`config.mk`:
```
export PLATFORM = sky130hd
export DESIGN_NAME = nibble_sweep_gen
export DESIGN_NICKNAME = d
export VERILOG_FILES = /design/src/rtl/nibble_sweep_gen.sv
export SDC_FILE = /design/constraint.sdc
export NUM_CORES = 1
export LEC_CHECK = 0
export ABC_AREA = 1
export CAP_MARGIN = 10
export CORE_ASPECT_RATIO = 1.4
export CORE_UTILIZATION = 50
export DETAILED_ROUTE_END_ITERATION = 6
export MAX_ROUTING_LAYER = met4
export PLACE_DENSITY_LB_ADDON = 0.1
export RECOVER_POWER = 100
export SLEW_MARGIN = 10
export SYNTH_ARGS = -nofsm -noshare
export SYNTH_HDL_FRONTEND = slang
export SYNTH_SLANG_ARGS = --single-unit
```
`constraint.sdc`:
```
create_clock -name clk -period 1.62 [get_ports clk]
set_clock_uncertainty 0.15 [all_clocks]
set_input_delay 0.324 -clock clk [delete_from_list [all_inputs] [get_ports clk]]
set_output_delay 0.324 -clock clk [all_outputs]
set_load 0.005 [all_outputs]
```
`src/rtl/nibble_sweep_gen.sv`:
```
`default_nettype none
// ============================================================================
// Module   : nibble_sweep_gen
// Purpose  : Sweeps a 4-bit pattern {a,b,c,d} through 0..15 to exercise a
//            downstream 4-input XOR stage. Each pattern is held for
//            hold_cycles+1 clocks, and a registered expected XOR (parity_exp)
//            accompanies every pattern. The block supports a one-shot sweep
//            that ends with a done pulse, or a continuous looping sweep.
// Ports    :
//   clk          in   single clock, rising edge
//   rst_n        in   asynchronous active-low reset
//   start        in   one-cycle request to begin a sweep (IDLE only)
//   stop         in   synchronous abort; wins over start
//   hold_cycles  in   extra cycles each pattern is held (latched at start)
//   loop         in   1 = repeat sweep continuously (latched at start)
//   a,b,c,d      out  pattern bits, a = MSB, d = LSB
//   valid        out  a,b,c,d carry a live pattern
//   parity_exp   out  registered a^b^c^d of the current pattern
//   busy         out  sweep in progress
//   done         out  one-cycle pulse at sweep completion
// Revision : 1.0 - initial release
// ============================================================================
module nibble_sweep_gen #(
  parameter int HOLD_W = 4
) (
  input  logic              clk,
  input  logic              rst_n,
  input  logic              start,
  input  logic              stop,
  input  logic [HOLD_W-1:0] hold_cycles,
  input  logic              loop,
  output logic              a,
  output logic              b,
  output logic              c,
  output logic              d,
  output logic              valid,
  output logic              parity_exp,
  output logic              busy,
  output logic              done
);

  typedef enum logic [1:0] {
    S_IDLE = 2'd0,
    S_RUN  = 2'd1,
    S_DONE = 2'd2
  } state_t;

  localparam logic [HOLD_W-1:0] C_HOLD_ONE = HOLD_W'(1);

  state_t            r_state;
  logic [3:0]        r_pat;
  logic [HOLD_W-1:0] r_hold_cnt;
  logic [HOLD_W-1:0] r_hold_lat;
  logic              r_loop_lat;
  logic              r_valid;
  logic              r_busy;
  logic              r_done;
  logic              r_parity;

  logic              w_hold_end;
  logic              w_last_pat;
  logic [3:0]        w_pat_next;

  // The hold counter counts down from the latched hold value; reaching zero
  // marks the last cycle of the current pattern.
  assign w_hold_end = (r_hold_cnt == '0);
  assign w_last_pat = (r_pat == 4'hF);
  // Natural 4-bit wrap gives F -> 0 for the looping case.
  assign w_pat_next = r_pat + 4'd1;

  always_ff @(posedge clk or negedge rst_n) begin
    if (!rst_n) begin
      r_state    <= S_IDLE;
      r_pat      <= 4'h0;
      r_hold_cnt <= '0;
      r_hold_lat <= '0;
      r_loop_lat <= 1'b0;
      r_valid    <= 1'b0;
      r_busy     <= 1'b0;
      r_done     <= 1'b0;
      r_parity   <= 1'b0;
    end else begin
      case (r_state)
        S_IDLE: begin
          r_pat    <= 4'h0;
          r_valid  <= 1'b0;
          r_busy   <= 1'b0;
          r_done   <= 1'b0;
          r_parity <= 1'b0;
          // stop has priority over a simultaneous start
          if (start && !stop) begin
            r_state    <= S_RUN;
            r_valid    <= 1'b1;
            r_busy     <= 1'b1;
            r_hold_lat <= hold_cycles;
            r_loop_lat <= loop;
            r_hold_cnt <= hold_cycles;
          end
        end

        S_RUN: begin
          if (stop) begin
            r_state    <= S_IDLE;
            r_pat      <= 4'h0;
            r_parity   <= 1'b0;
            r_valid    <= 1'b0;
            r_busy     <= 1'b0;
            r_hold_cnt <= '0;
          end else if (w_hold_end) begin
            r_hold_cnt <= r_hold_lat;
            if (w_last_pat && !r_loop_lat) begin
              r_state    <= S_DONE;
              r_pat      <= 4'h0;
              r_parity   <= 1'b0;
              r_valid    <= 1'b0;
              r_busy     <= 1'b0;
              r_done     <= 1'b1;
              r_hold_cnt <= '0;
            end else begin
              // Parity is computed from the next pattern so it changes on
              // the same edge as the pattern bits.
              r_pat    <= w_pat_next;
              r_parity <= ^w_pat_next;
            end
          end else begin
            r_hold_cnt <= r_hold_cnt - C_HOLD_ONE;
          end
        end

        S_DONE: begin
          // Single-cycle completion pulse; start here is ignored.
          r_state <= S_IDLE;
          r_done  <= 1'b0;
        end

        default: begin
          r_state    <= S_IDLE;
          r_pat      <= 4'h0;
          r_hold_cnt <= '0;
          r_valid    <= 1'b0;
          r_busy     <= 1'b0;
          r_done     <= 1'b0;
          r_parity   <= 1'b0;
        end
      endcase
    end
  end

  assign a          = r_pat[3];
  assign b          = r_pat[2];
  assign c          = r_pat[1];
  assign d          = r_pat[0];
  assign valid      = r_valid;
  assign parity_exp = r_parity;
  assign busy       = r_busy;
  assign done       = r_done;

endmodule
`default_nettype wire

```
== Word-level counts from Yosys, hierarchy flattened ==
Cells that the tools add are included.
Widths: inputs -> output; s select.

* Output and inout port bits: 8
* Memories: 0
* Logic and storage cells: 60
* Memory bits (read-only): 0
* Input bits: 9
* Bits in writable memories: 0
* Register bits after elaboration: 18
* Latch bits: 0

* Multipliers: 0
* Eq/ne operators: 9
* Mux-type cells: 27
* Reductions and logical operators: 13
* $add $sub $neg: 2
* Bitwise gates (word level): 1
* Shifts and indexed selects: 0
* Order comparisons: 0
* Divide/modulo/power cells: 0

{| class="wikitable"
|+ Operators by type and width
! kind !! count
|-
| $mux 4 || 7
|-
| $pmux 4 s3 || 1
|-
| $mux 1 || 11
|-
| $reduce_and 3->1 || 3
|-
| $mux 2 || 4
|-
| $ne 2x2->1 const B || 4
|-
| $pmux 4 s2 || 1
|-
| $ne 3x3->1 const B || 2
|-
| $reduce_and 2->1 || 3
|-
| $add 4x1->4 const B || 1
|-
| $eq 4x4->1 const B || 1
|-
| $logic_not 4->1 || 1
|-
| $pmux 2 s2 || 1
|-
| $reduce_xor 4->1 || 1
|-
| $sub 4x1->4 const B || 1
|-
| $pmux 1 s3 || 1
|-
| $eq 2x1->1 const B || 1
|-
| $eq 2x2->1 const B || 1
|-
| $logic_and 1x1->1 || 2
|-
| $logic_not 1->1 || 2
|-
| $logic_not 2->1 || 1
|-
| $pmux 1 s2 || 1
|-
| $not 1->1 || 1
|}

== Depth between registers and ports, before layout ==
Gate-level depths: netlist (run 1).

* Depth after elaboration: 6
* Gate-level depth with buffers: 10

== Worst setup path before layout (run 1) ==
OpenSTA, ideal clock, no wires.

* Path type: flip-flop to flip-flop
* Start point: register r_pat[0]
* End point: register r_parity, in the netlist parity_exp
* Stages on the path, launching flop included: 7
* Period minus slack after synthesis: 1.489 ns
* Arrival time: 1.222 ns
* Data required time: 1.352 ns
* Setup time: 0.118 ns
* Slack: 0.131 ns
* Cells stage by stage: dfrtp_1 > ha_1 > xor2_1 > nand2_1 > nand3_1 > nand3b_1 > nand2_1

* Longest elaborated chain between the ends: 6
* Elaborated cells on any way between the ends: 8

{| class="wikitable"
|+ Ends and longest elaborated chain
! element !! RTL line !! source
|-
| from (decl) || 51 || <nowiki>logic [3:0] r_pat;</nowiki>
|-
| from (signal assigned) || 122 || <nowiki>r_pat <= w_pat_next;</nowiki>
|-
| $add 4x1->4 or $eq 4x4->1 (tied branches) || 69, 67 ||
|-
| $reduce_xor 4->1 or $logic_and 1x1->1 (tied branches) || 123, 111 ||
|-
| $mux 1 * || 111 || <nowiki>if (w_last_pat && !r_loop_lat) begin</nowiki>
|-
| $mux 1 * || 109 || <nowiki>end else if (w_hold_end) begin</nowiki>
|-
| $mux 1 * || 102 || <nowiki>if (stop) begin</nowiki>
|-
| $pmux 1 s2 * || 83 || <nowiki>case (r_state)</nowiki>
|-
| to (signal assigned) || 123 || <nowiki>r_parity <= ^w_pat_next;</nowiki>
|-
| to (decl) || 58 || <nowiki>logic r_parity;</nowiki>
|}

Every way passes the cells marked *; elsewhere a longest branch is shown, timed or not. The select of a mux whose other input is x is not followed.
A chain may end at the register's enable or synchronous reset.

== Worst setup path after layout (run 1) ==
* Start point: register r_pat[1]
* End point: register r_parity, in the netlist parity_exp

Same word-level chain as after synthesis.

==> impl_metrics.py, run 1 <==
metrics = {
    "timing": {
        "max_freq_mhz": 646,
        "max-slew-margin-rel_pct": 70.4,
        "period_share_pct": 95.6,
        "slew_violations": 0,
        "period_minus_slack_ns": 1.55,
        "tightest_slew_ns": 0.444,
        "setup_viol": 0,
        "hold_viol": 0,
    },
    "floorplanning": {
        "core_area_mm2": 0.00195,
        "die_height_um": 55.7,
        "num_io_pins": 17,
        "die_x_um": 40.3,
        "start_util_pct": 52.8,
        "rows": 19,
        "dieArea_mm2": 0.00224,
    },
    "critical_path": {
        "rr_worst_depth": 8,
        "required_ns": 1.66,
        "regToRegStartpoint": "r_pat[1]",
        "crit_buf_inv": 1,
        "cp_slowest_cell": "dfrtp_1",
        "reg2reg_to": "parity_exp",
        "crit_top_cell": "nand2_1",
        "worstSetupPathType": "register to register",
        "cp.arrival_ns": 1.59,
        "startpoint_type": "register",
        "setup.worst_path.start": "r_pat[1]",
        "cp-end-kind": "register",
        "crit_end": "parity_exp",
        "crit_fanout": 3,
        "critPathTopFamily": "flip-flops",
        "crit_cells": 8,
        "critical-path-max-stage-delay_ns": 0.39,
        "rrSetupSlack_ns": 0.07,
        "crit_chain": "buf_4, ha_4, xor2_1, nand2_1, nand2_1, nand2_1, nand3b_1, nand2_1",
    },
    "min_path": {
        "hold_class": "primary input to asynchronous set/reset pin",
    },
    "finish": {
        "num_antenna_cells": 0,
        "fillers": 168,
        "post-route-util_pct": 67.9,
        "layout_common_cells": "nand2_1 (43), dfrtp_1 (17), inv_1 (13), nand3_1 (13), dlygate4sd2_1 (8)",
        "drive_gt1_share_pct": 21.4,
        "area_delta_synth_final_pct": 28.7,
        "final_area_mm2": 0.00132,
        "layout_commonest_cell": "nand2_1",
        "nNetsFinal": 168,
    },
    "synthesis": {
        "synth_cell_type_count": 19,
        "synth_cells": 127,
        "synth_warnings": 0,
        "synth_top_area_cell": "dfrtp_1",
        "synth_area_mm2": 0.00103,
        "synth_nets": 139,
        "synthTopCellsByArea": "dfrtp_1 (44%), nand2_1 (16%), nand3_1 (6.3%), mux2_2 (5.5%), inv_1 (5.1%)",
        "syn_avg_cell_area_um2": 8.10,
        "ys_seq_area_share_pct": 43.8,
        "synth-seq-cells": 18,
        "yosysTopAreaCellShare_pct": 43.8,
    },
    "drt": {
        "drt_wl_total_mm": 2.05,
        "wl_met1_um": 917,
        "wire_per_inst_um": 11.7,
        "dr_total_vias": 889,
        "dr_wl_met2_mm": 1.03,
        "route.met3.wl_um": 65,
        "ant_nets": 0,
        "drc": 0,
        "dr.max_layer_used": "met4",
        "via_per_inst": 5.08,
        "first_iter_violations": 19,
        "first_pass_iters": 5,
    },
    "clock_tree": {
        "cts_buffers": 3,
        "cts.clk_slew.worst_paths_ns": 0.10,
        "cts-root-buf": "clkbuf_4",
        "htree_levels": 1,
        "clk_latency_ns": 0.30,
        "cts_buffer_depth": 2,
        "cts_sinks": 18,
        "cts_tree": "yes",
    },
    "placement": {
        "io_buffers": 16,
        "post_dp_cell_area_mm2": 0.00124,
        "dp_hpwl_mm": 1.54,
        "place.gp.congestion": 0.818,
    },
    "grt": {
        "grtUsageTotal_pct": 21.8,
        "antenna_found_initial": 0,
        "overflow": 0,
        "grt_pass1_vias": 856,
        "grt_max_degree": 19,
        "grt_pass1_wl_mm": 3.38,
    },
    "pwr": {
        "p_leak_nw": 0.701,
        "p_per_area_mw_per_mm2": 836,
        "peakVddDrop_mv": 0.543,
    },
    "outcome": {
        "outcome": "completed",
    },
    "run": {
        "max_cap_violations": 0,
    },
}
==> routing by layer <==
layer  GRT usage, %  vias to the layer above
met3           2.40                        4
met2           33.8                       19
met4           10.0                        0
met1           27.1                      412
met5              -                        -
li1               -                      454
==> synthesized netlist by cell type, drive strengths merged <==
master  count
nor4        1
buf         1
a21oi       1
nand2      46
xor2        3
dfrtp      18
mux2        5
nor2        9
o21ai       6
inv        17
ha          3
nand3      15
xnor2       1
nand3b      1
==> state kept, by name, indices dropped and copies added (netlist names) <==
register and flops:
r_hold_cnt 4, r_loop_lat 1, parity_exp 1, done 1, r_pat 4, r_state 2
busy 1, r_hold_lat 4
==> repair_timing <==
action                                  CTS  global route
pin swaps                                 0             2
cloned                                    0             0
gates resized for setup                  10             6
endpoints found under the setup margin    8             4
setup buffers                             6             0
hold buffers                              0             0
==> through the flow <==
step                power [mW]  TNS [ns]  setup slack (ns)  cells  hold WS, ns
finish                    1.11         0            0.0709    175        0.335
global route              1.18  -0.00747          -0.00747    175        0.385
CTS                       1.10         0            0.0446    176        0.234
detailed placement       0.876    -0.748           -0.0783    167        0.328
global placement         0.867    -0.479           -0.0555    167        0.317
floorplan                0.768         0             0.131    127       -0.122
==> report_power, final <==
group	internal [mW]	leakage [nW]	total, mW	switching [mW]
clock network	0.0866	0.0138	0.225	0.139
logic	0.151	0.457	0.327	0.176
registers	0.509	0.230	0.554	0.0448
total	0.747	0.701	1.11	0.359
==> kinds of logic after synthesis <==
| group | count (synthesis) | synth area share, % |
|---|---|---|
| AOI/OAI and AO/OA | 7 | 3.41 |
| xor gates and xnor gates | 4 | 3.41 |
| adders and majority gates | 3 | 3.65 |
| buffers and inverters | 18 | 6.93 |
| DFF | 18 | 43.8 |
| muxes | 5 | 5.47 |
| and+or+nand+nor | 72 | 33.3 |
==> worst min-delay path by stage <==
stage,end,cells after the start,start
6_report,done,2,rst_n
5_1_grt,r_hold_lat[3],1,r_hold_lat[3]
4_1_cts,busy,2,rst_n
3_5_place_dp,r_hold_cnt[0],2,r_hold_cnt[0]
3_3_place_gp,r_hold_cnt[0],2,r_hold_cnt[0]
2_1_floorplan,busy,0,rst_n
==> area by class of cell <==
type                            count  area (um^2)  share of cell area [%]
Clock buffer                        3         22.5                    1.70
Tap cell                           21         26.3                    1.98
Timing Repair Buffer               25          215                    16.3
Sequential cell                    18          452                    34.1
Multi-Input combinational cell     91          544                    41.1
Inverter                           17         63.8                    4.82
Note: power is estimated with default switching activity, not from simulation.
==> inputs of run 2 (changes only) <==
--- a/config.mk
+++ b/config.mk
@@ -14,4 +14,5 @@
 export PLACE_DENSITY_LB_ADDON = 0.1
 export RECOVER_POWER = 100
+export SKIP_CTS_REPAIR_TIMING = 1
 export SLEW_MARGIN = 10
 export SYNTH_ARGS = -nofsm -noshare
--- a/constraint.sdc
+++ b/constraint.sdc
@@ -3,3 +3,3 @@
 set_input_delay 0.324 -clock clk [delete_from_list [all_inputs] [get_ports clk]]
 set_output_delay 0.324 -clock clk [all_outputs]
-set_load 0.005 [all_outputs]
+set_load 0.05 [all_outputs]
==> run 2 against run 1 <==
  * Die area did not move
  * Sequential power about the same
  * Combinational power rose by 14%
  * Global-route usage grew 1.5 points
  * Register-to-register slack better by 0.04 ns
  * Critical path depth is 6 lower
  * Largest cell class unchanged
==> impl_metrics.py, run 2 (same netlist as run 1, synthesis figures left out) <==
metrics = {
    "outcome": {
        "outcome": "completed",
    },
    "floorplanning": {
        "num_io_pins": 17,
        "core_area_mm2": 0.00195,
        "die_height_um": 55.7,
        "rows": 19,
        "die_x_um": 40.3,
        "dieArea_mm2": 0.00224,
        "start_util_pct": 52.8,
    },
    "finish": {
        "fillers": 173,
        "drive_gt1_share_pct": 26.8,
        "post-route-util_pct": 66.9,
        "num_antenna_cells": 0,
        "nNetsFinal": 167,
        "layout_commonest_cell": "nand2_1",
        "layout_common_cells": "nand2_1 (43), dfrtp_1 (16), inv_1 (14), nand3_1 (13)",
        "area_delta_synth_final_pct": 26.9,
        "final_area_mm2": 0.00131,
        "largestRegisters": "r_hold_cnt x4, r_hold_lat x4, r_pat x4",
    },
    "timing": {
        "holdWs_ns": 0.342,
        "slew_violations": 0,
        "hold_viol": 0,
        "period_share_pct": 94.1,
        "rsz0062_at_grt": "no",
        "period_minus_slack_ns": 1.52,
        "max-slew-margin-rel_pct": 69.5,
        "tightest_slew_ns": 0.458,
        "setup_viol": 0,
        "layout_setup_ws_ns": 0.0954,
        "max_freq_mhz": 656,
    },
    "min_path": {
        "hold_class": "primary input to asynchronous set/reset pin",
    },
    "clock_tree": {
        "cts.clk_slew.worst_paths_ns": 0.10,
        "clk_latency_ns": 0.30,
        "cts_buffer_depth": 2,
        "cts-root-buf": "clkbuf_4",
        "cts_tree": "yes",
        "htree_levels": 1,
        "cts_sinks": 18,
        "cts_buffers": 3,
    },
    "drt": {
        "wire_per_inst_um": 12.1,
        "drc": 0,
        "drt_wl_total_mm": 2.10,
        "first_pass_iters": 4,
        "via_per_inst": 5.16,
        "ant_nets": 0,
        "first_iter_violations": 12,
        "dr_total_vias": 898,
    },
    "critical_path": {
        "cp-end-kind": "primary output",
        "required_ns": 1.15,
        "crit_fanout": 6,
        "cp.arrival_ns": 1.05,
        "worstSetupPathType": "register to primary output",
        "startpoint_type": "register",
    },
    "pwr": {
        "p_int_mw": 0.758,
        "combPwrFrac_pct": 32.5,
        "p_leak_nw": 0.654,
        "p_total_mw": 1.15,
        "p_sw_mw": 0.393,
        "switching_share_pct": 34.2,
        "clkPwrFrac_pct": 19.6,
        "p_per_area_mw_per_mm2": 882,
        "pwr-share-seq_pct": 47.9,
        "peakVddDrop_mv": 0.796,
    },
    "grt": {
        "antenna_found_initial": 0,
        "overflow": 0,
        "grt_max_degree": 19,
        "grt_pass1_vias": 871,
        "grt_pass1_wl_mm": 3.62,
        "grtUsageTotal_pct": 23.2,
    },
    "placement": {
        "io_buffers": 16,
        "dp_hpwl_mm": 1.62,
        "place_ws_ns": -0.0606,
        "post_dp_cell_area_mm2": 0.00133,
        "place.gp.congestion": 0.888,
    },
    "run": {
        "max_cap_violations": 0,
    },
}
run 2: worst paths after layout:
path / depth (start not counted) / startpoint / slack (ns) / to
setup / recovery: 2 / r_pat[0] / 0.1 / d
hold / removal: 2 / rst_n / 0.34 / busy
setup reg to reg: 10 / r_hold_cnt[1] / 0.11 / r_hold_cnt[3]
hold reg to reg: 2 / parity_exp / 0.35 / parity_exp
max in group asynchronous: 2 / rst_n / 0.64 / r_pat[1]
min in group clk: 2 / parity_exp / 0.35 / parity_exp
run 2: critical path, stage by stage (launching register included):
cell     delay [ns]
dfrtp_2        0.44
buf_4          0.17
buf_12         0.15
run 2: per-layer routing:
layer	part of all wire, %	wire length [um]	track usage (%)	vias up
met3	2.8	59	2.40	7
met1	42	874	28.6	427
met4	2.7	57	11.4	0
li1	-	-	-	452
met2	53	1110	36.1	12
met5	0	0	-	-
run 2: layout make-up:
class,instances,area (um^2),area share (%)
sequential,18,453,34.7
tap,21,26.3,2.01
multi-input combinational,91,532,40.7
timing repair buffer,24,208,15.9
clock buffer,3,22.5,1.73
inverter,17,63.8,4.89
run 2: stage by stage:
stage	instances	setup TNS, ns
finish	174	0
global route	174	0
CTS	171	0
detailed placement	168	-0.554
global placement	168	-0.406
floorplan	127	0
run 2: power groups by stage:
stage	logic [mW]	clock network, mW	registers, mW
2_1_floorplan	0.226	0	0.574
5_1_grt	0.422	0.245	0.562
3_5_place_dp	0.370	0	0.565
6_report	0.374	0.226	0.552
4_1_cts	0.372	0.227	0.556
3_3_place_gp	0.361	0	0.563
==> inputs of run 3 (changes only) <==
clock period = 2 ns   (was 1.62 ns; I/O delays follow)
==> run 3 against run 2 <==
  * Via count down 7.2%
  * Global-route usage fell by 1.6 points
  * Critical path type unchanged
  * Sequential power decreased by 19%
  * Setup slack improved by 0.16 ns
==> impl_metrics.py, run 3 (same netlist as run 1, synthesis figures left out) <==
metrics = {
    "timing": {
        "hold_viol": 0,
        "tightest_slew_ns": 0.976,
        "slew_violations": 0,
        "rsz0062_at_grt": "no",
        "period_minus_slack_ns": 1.75,
        "fin_setup_tns_ns": 0,
        "max_freq_mhz": 573,
        "setup_viol": 0,
        "max-slew-margin-rel_pct": 35.0,
        "period_share_pct": 87.3,
        "layout_setup_ws_ns": 0.255,
    },
    "clock_tree": {
        "cts-root-buf": "clkbuf_4",
        "cts_sinks": 18,
        "cts.clk_slew.worst_paths_ns": 0.10,
        "cts_tree": "yes",
        "htree_levels": 1,
        "cts_buffers": 3,
        "cts_buffer_depth": 2,
        "clk_latency_ns": 0.29,
    },
    "placement": {
        "io_buffers": 16,
        "dp.cells": 164,
        "dp_hpwl_mm": 1.56,
        "place_ws_ns": 0.177,
        "post_dp_cell_area_mm2": 0.00119,
        "place.gp.congestion": 0.780,
    },
    "drt": {
        "ant_nets": 0,
        "drt_wl_total_mm": 1.98,
        "first_pass_iters": 4,
        "route.met3.wl_um": 50,
        "via_per_inst": 4.99,
        "dr_wl_met2_um": 994,
        "dr_total_vias": 833,
        "dr.max_layer_used": "met4",
        "wl_met1_um": 885,
        "drc": 0,
        "wire_per_inst_um": 11.8,
        "first_iter_violations": 14,
    },
    "finish": {
        "ff_latch_area_um2": 450,
        "area_delta_synth_final_pct": 14.2,
        "final_area_mm2": 0.00117,
        "drive_gt1_share_pct": 12.3,
        "nNetsFinal": 160,
        "instances_no_fill": 167,
        "num_antenna_cells": 0,
        "largestRegisters": "r_hold_cnt x4, r_hold_lat x4, r_pat x4",
        "multi_input_area_um2": 497,
        "layout_common_cells": "nand2_1 (45), dfrtp_1 (18), inv_1 (14), nand3_1 (14), clkbuf_1 (8)",
        "layout_commonest_cell": "nand2_1",
        "fillers": 179,
    },
    "min_path": {
        "min_delay_path_depth": 2,
        "hold_class": "register to register",
        "min-delay-start": "parity_exp",
        "whs_endpoint": "parity_exp",
    },
    "critical_path": {
        "cp-end-kind": "primary output",
        "crit_buf_inv": 1,
        "crit_chain": "clkbuf_1",
        "worstSetupPathType": "register to primary output",
        "startpoint_type": "register",
        "required_ns": 1.45,
        "reg2reg_to": "r_hold_cnt[3]",
        "regToRegStartpoint": "r_pat[0]",
        "cp.arrival_ns": 1.20,
        "critical-path-max-stage-delay_ns": 0.49,
        "rrSetupSlack_ns": 0.34,
        "critPathTopFamily": "buffers and inverters",
        "rr_worst_depth": 10,
        "crit_fanout": 5,
        "cp_slowest_cell": "clkbuf_1",
    },
    "floorplanning": {
        "core_area_mm2": 0.00195,
        "num_io_pins": 17,
        "die_height_um": 55.7,
        "rows": 19,
        "die_x_um": 40.3,
        "dieArea_mm2": 0.00224,
        "start_util_pct": 52.8,
    },
    "grt": {
        "grtUsageTotal_pct": 21.6,
        "grt_pass1_wl_mm": 3.33,
        "overflow": 0,
        "antenna_found_initial": 0,
        "grt_pass1_vias": 836,
        "grt_max_degree": 19,
    },
    "pwr": {
        "p_sw_mw": 0.297,
        "p_total_mw": 0.877,
        "combPwrFrac_pct": 28.8,
        "p_per_area_mw_per_mm2": 747,
        "pwr-share-seq_pct": 51.2,
        "p_leak_nw": 0.590,
        "peakVddDrop_mv": 0.642,
        "switching_share_pct": 33.9,
        "p_int_mw": 0.580,
        "clkPwrFrac_pct": 20.0,
    },
    "outcome": {
        "outcome": "completed",
    },
    "run": {
        "max_cap_violations": 0,
    },
}
[run 3: final cells by class]
type | count | share of cell area [%]
repair buffers | 17 | 9.80
flip-flops and latches | 18 | 38.3
well taps | 21 | 2.24
inverters | 17 | 5.43
multi-input cells | 91 | 42.3
clock buffers | 3 | 1.92
[run 3: worst max path at each step]
stage / from / cells after the start / slack, ns / to
2_1_floorplan: r_pat[0] / 6 / 0.18 / parity_exp
3_3_place_gp: stop / 4 / 0.20 / r_hold_lat[3]
3_5_place_dp: stop / 4 / 0.18 / r_loop_lat
4_1_cts: r_hold_cnt[0] / 7 / 0.39 / busy
5_1_grt: r_pat[0] / 10 / 0.12 / r_hold_cnt[3]
6_report: r_pat[2] / 1 / 0.25 / b
[run 3: metrics by stage]
step,hold slack (ns),util [%]
after floorplan,-0.0456,-
after global placement,0.315,61.3
after detailed placement,0.325,61.3
after CTS,0.284,62.5
after global routing,0.377,60.3
final,0.337,60.3
[run 3: power groups by stage]
stage          clock network (mW)  registers, mW  logic, mW
3_5_place_dp                    0          0.456      0.266
4_1_cts                     0.183          0.449      0.267
2_1_floorplan                   0          0.465      0.183
6_report                    0.176          0.449      0.252
5_1_grt                     0.200          0.456      0.285
3_3_place_gp                    0          0.454      0.260
[run 3: metal layers]
metal | vias to the layer above | track usage [%]
li1 | 439 | -
met1 | 377 | 24.7
met2 | 11 | 34.7
met3 | 6 | 2.80
met4 | 0 | 11.0
met5 | - | -
